===== config.mk =====
export PLATFORM = sky130hd
export DESIGN_NAME = bsp_shift_sequencer
export DESIGN_NICKNAME = d
export VERILOG_FILES = /design/src/rtl/bsp_pkg.sv /design/src/rtl/bsp_valid_delay.sv /design/src/rtl/bsp_shift_sequencer.sv
export SDC_FILE = /design/constraint.sdc
export NUM_CORES = 1
export LEC_CHECK = 0
export CAP_MARGIN = 30
export CORE_UTILIZATION = 54
export DETAILED_ROUTE_END_ITERATION = 16
export PLACE_DENSITY_LB_ADDON = 0.2
export SLEW_MARGIN = 30
export SYNTH_ARGS = -nofsm -noshare
export SYNTH_HDL_FRONTEND = slang
export SYNTH_SLANG_ARGS = --single-unit

===== constraint.sdc =====
create_clock -name read_clk -period 2.8 [get_ports read_clk]
set_clock_uncertainty 0.05 [all_clocks]
set_input_delay 0.56 -clock read_clk [delete_from_list [all_inputs] [get_ports read_clk]]
set_output_delay 0.56 -clock read_clk [all_outputs]
set_load 0.1 [all_outputs]

===== src/rtl/bsp_pkg.sv =====
`default_nettype none
// ============================================================================
// Module      : bsp_pkg
// Description : Shared constants, FSM encoding and shift reduction for the
//               BSP permutation feeder stages.
// Revision    : 1.0 - initial release
// ============================================================================
package bsp_pkg;

    localparam int CHECK_PARALLELISM = 85;
    localparam int SHIFT_WIDTH       = 7;
    localparam int SW_WIDTH          = 4;

    localparam logic [1:0] c_IDLE  = 2'd0;
    localparam logic [1:0] c_ISSUE = 2'd1;
    localparam logic [1:0] c_DRAIN = 2'd2;
    localparam logic [1:0] c_DONE  = 2'd3;

    // The raw range 0..127 stays below twice the circulant size, so one
    // conditional subtraction is a complete modulo.
    function automatic logic [SHIFT_WIDTH-1:0] shift_mod85(input logic [SHIFT_WIDTH-1:0] raw);
        if (int'(raw) < CHECK_PARALLELISM) begin
            return raw;
        end
        return raw - SHIFT_WIDTH'(CHECK_PARALLELISM);
    endfunction

endpackage
`default_nettype wire


===== src/rtl/bsp_valid_delay.sv =====
`default_nettype none
// ============================================================================
// Module      : bsp_valid_delay
// Description : DEPTH-stage shift register with async active-low clear, used
//               to align side-band data with the permutation pipeline.
// Revision    : 1.0 - initial release
// ============================================================================
module bsp_valid_delay #(
    parameter int DEPTH = 1,
    parameter int WIDTH = 1
) (
    input  logic             clk,
    input  logic             rst_n,
    input  logic [WIDTH-1:0] i_data,
    output logic [WIDTH-1:0] o_data
);

    logic [DEPTH-1:0][WIDTH-1:0] r_stage;

    always_ff @(posedge clk or negedge rst_n) begin
        if (!rst_n) begin
            r_stage <= '0;
        end else begin
            r_stage[0] <= i_data;
            for (int i = 1; i < DEPTH; i++) begin
                r_stage[i] <= r_stage[i-1];
            end
        end
    end

    assign o_data = r_stage[DEPTH-1];

endmodule
`default_nettype wire


===== src/rtl/bsp_shift_sequencer.sv =====
`default_nettype none
// ============================================================================
// Module      : bsp_shift_sequencer
// Description : Issues a run-time loaded table of (shift, switch) entries to
//               the 85-bit permutation wrapper with a latency-aligned valid.
// Revision    : 1.0 - initial release
// ============================================================================
module bsp_shift_sequencer
    import bsp_pkg::*;
#(
    parameter int ENTRY_NUM    = 16,
    parameter int ADDR_WIDTH   = 4,
    parameter int PIPE_LATENCY = 1
) (
    input  logic                   read_clk,
    input  logic                   rstn,
    input  logic                   cfg_we,
    input  logic [ADDR_WIDTH-1:0]  cfg_addr,
    input  logic [SHIFT_WIDTH-1:0] cfg_shift,
    input  logic [SW_WIDTH-1:0]    cfg_sw,
    input  logic [ADDR_WIDTH:0]    cfg_entry_cnt,
    output logic                   cfg_err,
    input  logic                   start,
    input  logic                   ready,
    output logic                   busy,
    output logic                   done,
    output logic [SHIFT_WIDTH-1:0] shift_factor,
    output logic [SW_WIDTH-1:0]    sw_in,
    output logic                   perm_valid,
    output logic [ADDR_WIDTH-1:0]  perm_idx
);

    localparam int c_DRAIN_W = 3;

    logic [SHIFT_WIDTH-1:0] r_tbl_shift [ENTRY_NUM];
    logic [SW_WIDTH-1:0]    r_tbl_sw    [ENTRY_NUM];

    logic [1:0]             r_state;
    logic [ADDR_WIDTH:0]    r_cnt;
    logic [ADDR_WIDTH-1:0]  r_idx;
    logic [c_DRAIN_W-1:0]   r_drain;
    logic                   r_busy;
    logic                   r_done;
    logic                   r_cfg_err;
    logic [SHIFT_WIDTH-1:0] r_shift;
    logic [SW_WIDTH-1:0]    r_sw;

    logic                   w_addr_ok;
    logic                   w_wr_en;
    logic                   w_fire;
    logic                   w_last;
    logic [ADDR_WIDTH-1:0]  w_idx_nxt;
    logic [ADDR_WIDTH:0]    w_dly_q;

    assign w_addr_ok = int'(cfg_addr) < ENTRY_NUM;
    assign w_wr_en   = cfg_we && (r_state == c_IDLE) && w_addr_ok;
    assign w_fire    = (r_state == c_ISSUE) && ready;
    assign w_last    = ({1'b0, r_idx} == (r_cnt - (ADDR_WIDTH+1)'(1)));
    assign w_idx_nxt = r_idx + ADDR_WIDTH'(1);

    // Table contents deliberately survive reset.
    always_ff @(posedge read_clk) begin
        if (w_wr_en) begin
            r_tbl_shift[cfg_addr] <= shift_mod85(cfg_shift);
            r_tbl_sw[cfg_addr]    <= cfg_sw;
        end
    end

    always_ff @(posedge read_clk or negedge rstn) begin
        if (!rstn) begin
            r_state   <= c_IDLE;
            r_cnt     <= '0;
            r_idx     <= '0;
            r_drain   <= '0;
            r_busy    <= 1'b0;
            r_done    <= 1'b0;
            r_cfg_err <= 1'b0;
            r_shift   <= '0;
            r_sw      <= '0;
        end else begin
            r_done    <= 1'b0;
            r_cfg_err <= cfg_we && !w_wr_en;
            case (r_state)
                c_IDLE: begin
                    if (start) begin
                        r_cnt  <= cfg_entry_cnt;
                        r_idx  <= '0;
                        r_busy <= 1'b1;
                        if (cfg_entry_cnt == '0) begin
                            r_state <= c_DONE;
                            r_done  <= 1'b1;
                        end else begin
                            r_state <= c_ISSUE;
                            r_shift <= r_tbl_shift[0];
                            r_sw    <= r_tbl_sw[0];
                        end
                    end
                end
                c_ISSUE: begin
                    // Output registers hold while stalled so the wrapper sees a stable entry.
                    if (ready) begin
                        r_idx <= w_idx_nxt;
                        if (w_last) begin
                            r_state <= c_DRAIN;
                            r_drain <= c_DRAIN_W'(PIPE_LATENCY);
                            r_shift <= '0;
                            r_sw    <= '0;
                        end else begin
                            r_shift <= r_tbl_shift[w_idx_nxt];
                            r_sw    <= r_tbl_sw[w_idx_nxt];
                        end
                    end
                end
                c_DRAIN: begin
                    r_drain <= r_drain - c_DRAIN_W'(1);
                    if (r_drain == c_DRAIN_W'(1)) begin
                        r_state <= c_DONE;
                        r_done  <= 1'b1;
                    end
                end
                c_DONE: begin
                    r_busy  <= 1'b0;
                    r_state <= c_IDLE;
                end
                default: begin
                    r_state <= c_IDLE;
                end
            endcase
        end
    end

    bsp_valid_delay #(
        .DEPTH (PIPE_LATENCY),
        .WIDTH (ADDR_WIDTH + 1)
    ) u_valid_delay (
        .clk    (read_clk),
        .rst_n  (rstn),
        .i_data ({w_fire, r_idx}),
        .o_data (w_dly_q)
    );

    assign perm_valid   = w_dly_q[ADDR_WIDTH];
    assign perm_idx     = w_dly_q[ADDR_WIDTH-1:0];
    assign busy         = r_busy;
    assign done         = r_done;
    assign cfg_err      = r_cfg_err;
    assign shift_factor = r_shift;
    assign sw_in        = r_sw;

endmodule
`default_nettype wire


==> results of run 1 <==
kinds of logic after synthesis:
family          count (synthesis)  share of synthesized area (%)
xor+xnor                       14                           1.50
simple gates                  102                           6.05
mux                            52                           12.4
buf+inv                        35                           2.13
compound gates                 68                           6.20
flops                         209                           70.4
fa+ha+maj                       9                           1.30
sequential cells by signal, indices dropped and copies added, names as in the netlist:
register,count
r_drain,3
busy,1
r_cnt,5
sw_in,4
r_tbl_sw,64
done,1
r_tbl_shift,112
r_state,2
shift_factor,7
u_valid_delay.o_data,5
r_idx,4
cfg_err,1
routing by layer:
layer,GRT usage (%),vias to the layer above
li1,-,2102
met1,30.8,2449
met2,39.8,186
met3,3.62,36
met4,7.47,0
met5,0,-
path summary, 6_finish.rpt:
| kind | cells past startpoint | end |
|---|---|---|
| worst max-delay path | 6 | shift_factor[6]$_DFFE_PN0P_ |
| worst min-delay path | 1 | sw_in[1]$_DFFE_PN0P_ |
| worst max register to register | 6 | shift_factor[6]$_DFFE_PN0P_ |
| worst min register to register | 2 | busy$_DFFE_PN0P_ |
| max in group asynchronous | 1 | r_idx[0]$_DFFE_PN0P_ |
| min in group read_clk | 2 | busy$_DFFE_PN0P_ |
cells in the mapped netlist (all sizes together), types with 3 or more instances:
library cell / number
edfxtp: 176
a21oi: 7
dfrtp: 33
mux4: 44
o21ai: 9
xnor2: 9
clkbuf: 9
or3b: 11
nand2: 25
mux2: 7
o211ai: 12
nor3: 6
nand2b: 4
nor2: 40
a22o: 26
buf: 14
xor2: 5
inv: 12
nor2b: 4
nand3: 3
ha: 9
critical path, stage by stage (launching register included):
cell and delay [ps]:
dfrtp_2 420, ha_2 680, buf_12 240, mux4_2 320, a22o_1 280, nor2_1 200
o211ai_1 110
cells in the final DEF (no fill, tap or decap), drive strengths merged, types with 3 or more instances in the layout:
master	instances
o21ai	9
clkinv	7
or3b	11
nand2b	4
dfrtp	33
inv	13
mux4	44
nor2	40
ha	9
clkbuf	27
clkdlybuf4s50	23
nand3	3
nand2	25
o211ai	12
edfxtp	176
a21oi	7
mux2	7
xor2	5
xnor2	9
a22o	26
buf	61
nor2b	4
nor3	6
cell type report:
class | instances | area, um2
clock buffers | 27 | 548
fillers | 1041 | 5260
repair buffers | 84 | 698
inverters | 12 | 45.0
multi-input cells | 245 | 2430
well taps | 211 | 264
clock inverters | 9 | 66.3
flip-flops and latches | 209 | 6110
stage by stage:
step | setup slack (ps) | instances | util (%)
2_1_floorplan | 127 | 489 | -
3_3_place_gp | -37.7 | 761 | 61.6
3_5_place_dp | -175 | 761 | 61.7
4_1_cts | 115 | 797 | 65.6
5_1_grt | 139 | 797 | 65.9
6_report | 343 | 797 | 65.9
power by group through the flow:
stage,Sequential (uW),Combinational (uW),Clock [uW]
detailed placement,3940,4380,0
finish,3890,4370,2560
CTS,3890,4390,2590
global placement,3930,4280,0
global route,3900,4660,2710
floorplan,4710,2540,0
==> flow_summary.json, run 1 <==
{
  "numClockSinks": 209,
  "antenna_cells": 0,
  "gr-total-overflow": 0,
  "fmax_mhz": 407,
  "endpoint_kind": "flip-flop",
  "place_area_um2": 9510,
  "dr_wl_met2_mm": 9.08,
  "boundaryPins": 44,
  "grt_pass1_wl_mm": 28.0,
  "cts_hold_buf": 0,
  "synth_area_leaders": "edfxtp_1, mux4_2, dfrtp_1",
  "power_leakage_uw": 0.00353,
  "status": "finished, final reports clean",
  "met1_length_mm": 7.44,
  "synth-main-ff-cell": "edfxtp_1",
  "die_area_um2": 16600,
  "final_antenna_net_count": 0,
  "layout.nets": 607,
  "synth_nets": 523,
  "postCtsSetupBuffers": 0,
  "share_comb_of_total_power_pct": 40.4,
  "rsz0062_at_grt": "no",
  "fin_crit_ps": 2460,
  "cts_tree": "built",
  "avgSynthCellArea_um2": 17.8,
  "routabilityCongestion": 0.804,
  "num_vias": 4773,
  "async_flop_share_pct": 15.8,
  "grt_max_degree": 34,
  "seqPwrFrac_pct": 35.9,
  "p_int_uw": 6890,
  "cp-startpoint": "r_idx[0]$_DFFE_PN0P_",
  "clockPowerShare_pct": 23.7,
  "avgRoutedWirePerCell_um": 22.8,
  "numCtsBuffers": 21,
  "reg2reg_slack_ps": 340,
  "ys_warn_count": 0,
  "power_density_nw_per_um2": 1060,
  "row_count": 45,
  "dpl.hpwl_mm": 12.0,
  "slew_violations": 0,
  "hold_slack_ps": 103,
  "worstPathArrival_ps": 2760,
  "core_region_area_um2": 15400,
  "start_util_pct": 56.3,
  "rr_startpoint": "r_idx[0]$_DFFE_PN0P_",
  "clkTransAtPathRegs_ps": 60,
  "gr-usage-all-layers_pct": 23.2,
  "yosys.area.top_type_share_pct": 60.9,
  "die_h_um": 129,
  "setup_viol": 0,
  "synth.cell_area_um2": 8680,
  "synth_edf_count": 176,
  "worstHoldPathType": "primary input to asynchronous set/reset pin",
  "p_switching_uw": 3930,
  "ys_ff_latch": 209,
  "clkLatencyLatePin_ps": 500,
  "fp.dieW_um": 129,
  "hold_viol_final": 0,
  "period_share_pct": 87.8,
  "finalPower_uw": 10800,
  "drc": 0,
  "syn_inst": 489,
  "wl_mm": 18.1,
  "cap_violations": 0,
  "h-tree-depth": 1,
  "cts_root_buf": "clkbuf_16",
  "synth_area_leader_cell": "edfxtp_1",
  "critPathLaunchType": "flip-flop",
  "firstDrtPassIters": 5,
  "dr.first_iter.drc_count": 319,
  "critPathMaxFanout": 18,
  "final_cell_area_um2": 10200,
  "synthDistinctLibCells": 54,
  "viasPerCell": 5.99,
  "met3_length_mm": 1.22,
  "grt_pass1_vias": 5026,
  "tightest_slew_ps": 973,
  "finalSetupTns_ps": 0,
  "p_sw_share_pct": 36.3,
  "seq_area_frac_synth_pct": 70.4,
  "syn2layout_area_growth_pct": 17.1,
  "antenna_found_initial": 0,
  "peakVddDrop_uv": 572,
  "postCtsResizedCells": 0,
  "port_buffers": 43,
  "critPathKind": "flip-flop to flip-flop",
  "drive_gt1_share_pct": 27.8,
  "top_layer": "met4",
  "required_ps": 3100,
  "slew_headroom_pct": 34.9,
  "cts_max_path_buffers": 3
}
No activity file was read; power rests on OpenSTA's default activity.
==> run 2, diff against run 1 <==
CELL_PAD_IN_SITES_DETAIL_PLACEMENT = 1   (was default)
CELL_PAD_IN_SITES_GLOBAL_PLACEMENT = 2   (was default)
CORE_UTILIZATION = 41   (was 54)
CTS_BUF_LIST = sky130_fd_sc_hd__clkbuf_8 sky130_fd_sc_hd__clkbuf_16   (was default)
==> flow_summary.json, run 2 (synthesis results as in run 1) <==
{
  "grt_max_degree": 34,
  "grt_pass1_vias": 5090,
  "drive_gt1_share_pct": 29.0,
  "critPathMaxFanout": 12,
  "core_region_area_um2": 20500,
  "endpoint_kind": "flip-flop",
  "grt_pass1_wl_mm": 31.2,
  "cts_root_buf": "clkbuf_16",
  "gr-usage-all-layers_pct": 19.5,
  "rr_startpoint": "r_idx[0]$_DFFE_PN0P_",
  "p_int_uw": 7550,
  "die_area_um2": 21800,
  "avgRoutedWirePerCell_um": 23.5,
  "clkTransAtPathRegs_ps": 60,
  "clockPowerShare_pct": 27.8,
  "numCtsBuffers": 23,
  "fin_crit_ps": 2350,
  "share_comb_of_total_power_pct": 38.7,
  "firstDrtPassIters": 4,
  "numClockSinks": 209,
  "post-place-ws_ps": -204,
  "fin_cells": 864,
  "seqPwrFrac_pct": 33.4,
  "slew_headroom_pct": 36.2,
  "power_density_nw_per_um2": 1110,
  "final_common_cell": "edfxtp_1",
  "num_vias": 4675,
  "r2r-end": "shift_factor[2]$_DFFE_PN0P_",
  "final_cell_area_um2": 10500,
  "reg2regPathDepth": 6,
  "hold_viol_final": 0,
  "tightest_slew_ps": 953,
  "antenna_cells": 0,
  "port_buffers": 43,
  "antenna_found_initial": 0,
  "worstHoldPathType": "primary input to asynchronous set/reset pin",
  "place_area_um2": 9600,
  "dr.first_iter.drc_count": 283,
  "critPathCapture": "shift_factor[2]$_DFFE_PN0P_",
  "top_register": "r_tbl_shift",
  "cts_tree": "built",
  "fp.dieW_um": 148,
  "gr-total-overflow": 0,
  "cp-startpoint": "r_idx[0]$_DFFE_PN0P_",
  "die_h_um": 148,
  "required_ps": 3130,
  "critPathLaunchType": "flip-flop",
  "syn2layout_area_growth_pct": 20.4,
  "row_count": 52,
  "dpl.hpwl_mm": 13.4,
  "peakVddDrop_uv": 411,
  "largest_reg_flops": 112,
  "dp.cells": 821,
  "boundaryPins": 44,
  "postCtsResizedCells": 0,
  "reg2reg_slack_ps": 450,
  "cts_max_path_buffers": 3,
  "cap_violations": 0,
  "worstPathArrival_ps": 2680,
  "postCtsSetupBuffers": 0,
  "viasPerCell": 5.41,
  "power_leakage_uw": 0.00367,
  "rsz0062_at_grt": "no",
  "hold_slack_ps": 86.3,
  "start_util_pct": 42.4,
  "critPathKind": "flip-flop to flip-flop",
  "p_switching_uw": 4070,
  "final_antenna_net_count": 0,
  "h-tree-depth": 1,
  "setup_viol": 0,
  "clkLatencyLatePin_ps": 510,
  "layout_common_cells": "edfxtp_1, buf_4, mux4_2",
  "wl_mm": 20.3,
  "status": "finished, final reports clean",
  "layout_setup_ws_ps": 451,
  "cts_hold_buf": 0,
  "routabilityCongestion": 0.726,
  "layout.nets": 611,
  "p_sw_share_pct": 35.0,
  "drc": 0,
  "slew_violations": 0,
  "fmax_mhz": 426,
  "period_share_pct": 83.9
}
[run 2: changes by cell type in the layout (fill, tap and decap cells not counted), sizes merged]
cell    before  now
clkinv       7    3
bufinv       1    5
buf         61   62
clkbuf      27   28
inv         13   19
[run 2: power groups by stage]
stage	Combinational, uW	Sequential, uW	Clock, uW
floorplan	2540	4710	0
global placement	4490	3940	0
detailed placement	4560	3960	0
CTS	4590	3900	3290
global route	4860	3920	3400
finish	4510	3890	3230
[run 2: worst min path at each step]
stage	end	cells after the start	start
floorplan	busy$_DFFE_PN0P_	0	rstn
global placement	sw_in[0]$_DFFE_PN0P_	2	sw_in[0]$_DFFE_PN0P_
detailed placement	shift_factor[3]$_DFFE_PN0P_	2	shift_factor[3]$_DFFE_PN0P_
CTS	r_cnt[3]$_DFFE_PN0P_	1	rstn
global route	r_cnt[3]$_DFFE_PN0P_	1	rstn
finish	r_cnt[3]$_DFFE_PN0P_	1	rstn
[run 2: worst max-delay path, stage by stage, from the launching register on]
cell	delay, ps
dfrtp_2	430
ha_2	630
buf_12	210
mux4_2	300
a22o_1	290
nor2_1	190
o211ai_1	110
[run 2: per-stage QoR]
| stage | utilization, % | setup TNS (ps) | power, uW |
|---|---|---|---|
| after floorplan | - | 0 | 7260 |
| after detailed placement | 46.9 | -5920 | 8510 |
| after global placement | 46.8 | 0 | 8430 |
| final | 51.0 | 0 | 11600 |
| after global routing | 51.0 | 0 | 12200 |
| after CTS | 50.9 | 0 | 11800 |
[run 2: layout make-up]
| cell class | instances | area, um2 |
|---|---|---|
| fillers | 1941 | 10000 |
| flip-flops and latches | 209 | 6110 |
| multi-input cells | 245 | 2410 |
| repair buffers | 86 | 726 |
| clock buffers | 27 | 631 |
| well taps | 270 | 338 |
| clock inverters | 15 | 195 |
| inverters | 12 | 45.0 |
[run 2: per-layer routing]
layer  track usage, %  wire [um]  up-vias
li1                 -          -     2107
met1             26.1       8800     2429
met2             34.1      10300      121
met3             2.56        959       18
met4             4.07        236        0
met5                0          0        -
==> run 3, diff against run 2 <==
clock period = 1.93 ns   (was 2.8 ns; I/O delays follow)
==> flow_summary.json, run 3 (synthesis results as in run 1) <==
{
  "grt_max_degree": 34,
  "peakVddDrop_uv": 802,
  "slew_violations": 0,
  "cts_root_buf": "clkbuf_16",
  "die_h_um": 148,
  "path_buf_inv": 1,
  "start_util_pct": 42.4,
  "antenna_found_initial": 0,
  "critPathKind": "flip-flop to flip-flop",
  "nFillCells": 1833,
  "share_comb_of_total_power_pct": 44.9,
  "clkLatencyLatePin_ps": 500,
  "port_buffers": 43,
  "p_switching_uw": 6410,
  "numCtsBuffers": 23,
  "critPathMaxFanout": 4,
  "viasPerCell": 5.38,
  "syn2layout_area_growth_pct": 33.9,
  "dr.first_iter.drc_count": 223,
  "firstDrtPassIters": 4,
  "endpoint_kind": "flip-flop",
  "worstHoldPathType": "primary input to asynchronous set/reset pin",
  "final_antenna_net_count": 0,
  "finalPower_uw": 18500,
  "period_share_pct": 111,
  "h-tree-depth": 1,
  "core_region_area_um2": 20500,
  "routabilityCongestion": 0.771,
  "clkTransAtPathRegs_ps": 60,
  "critPathLaunchType": "flip-flop",
  "cap_violations": 0,
  "cp_top_family": "compound AO/OA/AOI/OAI gates",
  "post-place-ws_ps": -896,
  "cts_max_path_buffers": 3,
  "rsz0062_at_grt": "yes",
  "hold_viol_final": 0,
  "finalSetupTns_ps": -2450,
  "wl_mm": 20.4,
  "slew_headroom_pct": 45.0,
  "status": "complete, but fails checks",
  "avgRoutedWirePerCell_um": 22.5,
  "drive_gt1_share_pct": 39.6,
  "tightest_slew_ps": 825,
  "setup_viol": 15,
  "gr-total-overflow": 0,
  "numClockSinks": 209,
  "p_int_uw": 12100,
  "violations": "setup timing",
  "power_leakage_uw": 0.00410,
  "drc": 0,
  "layout_setup_ws_ps": -217,
  "fp.dieW_um": 148,
  "fin_crit_ps": 2150,
  "layout.nets": 657,
  "largest_reg_flops": 112,
  "fmax_mhz": 466,
  "seq_area_um2": 6120,
  "layout_common_cells": "edfxtp_1, buf_4, mux4_2",
  "cts_tree": "built",
  "post-route-util_pct": 56.7,
  "grt_pass1_wl_mm": 31.2,
  "p_sw_share_pct": 34.6,
  "seqPwrFrac_pct": 30.8,
  "top_register": "r_tbl_shift",
  "grt_pass1_vias": 5415,
  "gr-usage-all-layers_pct": 19.1,
  "die_area_um2": 21800,
  "path_cells": "inv_2 -> ha_4 -> xnor2_4 -> a2111oi_4 -> a21boi_4 -> nor3b_2 -> mux2_1",
  "max_stage_delay_ps": 440,
  "power_density_nw_per_um2": 1590,
  "clockPowerShare_pct": 24.4,
  "crit_path_top_delay_cell": "dfrtp_2",
  "final_common_cell": "edfxtp_1",
  "num_vias": 4894,
  "required_ps": 2270,
  "row_count": 52,
  "antenna_cells": 0,
  "boundaryPins": 44,
  "dpl.hpwl_mm": 13.3,
  "worstPathArrival_ps": 2480,
  "multi_input_area_um2": 2720
}
[run 3: repair_timing]
action	in CTS	in global routing
cloned	2	2
setup endpoints to repair	74	159
hold buffers	1	0
pin swaps	15	20
setup buffers	4	8
resized for setup	22	27
hold endpoints to repair	33	0
[run 3: path summary, 6_finish.rpt]
path                                             start                           to  cells past startpoint  slack (ps)
worst max-delay path              r_cnt[0]$_DFFE_PN0P_       r_state[1]$_DFFE_PN0P_                      7        -220
worst min-delay path                              rstn  shift_factor[0]$_DFFE_PN0P_                      2         480
worst max register to register    r_cnt[0]$_DFFE_PN0P_       r_state[1]$_DFFE_PN0P_                      7        -220
worst min register to register  r_drain[1]$_DFFE_PN0P_       r_drain[1]$_DFFE_PN0P_                      2         510
max in group asynchronous                         rstn         r_cnt[0]$_DFFE_PN0P_                      2         780
min in group read_clk                 cfg_entry_cnt[4]         r_cnt[4]$_DFFE_PN0P_                      2         480
[run 3: worst register-to-register path: stages (launching register included)]
cell	delay [ps]
dfrtp_2	440
inv_2	70
ha_4	210
xnor2_4	130
a2111oi_4	440
a21boi_4	130
nor3b_2	230
mux2_1	340
[run 3: routing by layer]
layer	vias up	track usage, %	share of wire (%)
li1	2219	-	-
met1	2538	24.9	42
met2	104	33.8	52
met3	33	2.81	4.5
met4	0	4.59	1.8
met5	-	0	0
[run 3: final cells by class]
class	count	area share [%]
clock buffers	23	4.95
clock inverters	18	1.81
inverters	12	0.387
multi-input cells	245	23.4
flip-flops and latches	209	52.6
well taps	270	2.91
repair buffers	132	14.0
[run 3: power groups by stage]
stage               sequential (uW)  clock [uW]  combinational, uW
floorplan                      6850           0               3950
global placement               5740           0               7240
detailed placement             5770           0               7440
CTS                            5690        4610               7810
global route                   5740        4780               8840
finish                         5700        4510               8300
[run 3: stage by stage]
stage	hold slack, ps	cell area, um2	cells
floorplan	40.4	8830	489
global placement	476	10300	852
detailed placement	482	10300	852
CTS	471	11300	900
global route	487	11600	909
finish	477	11600	909
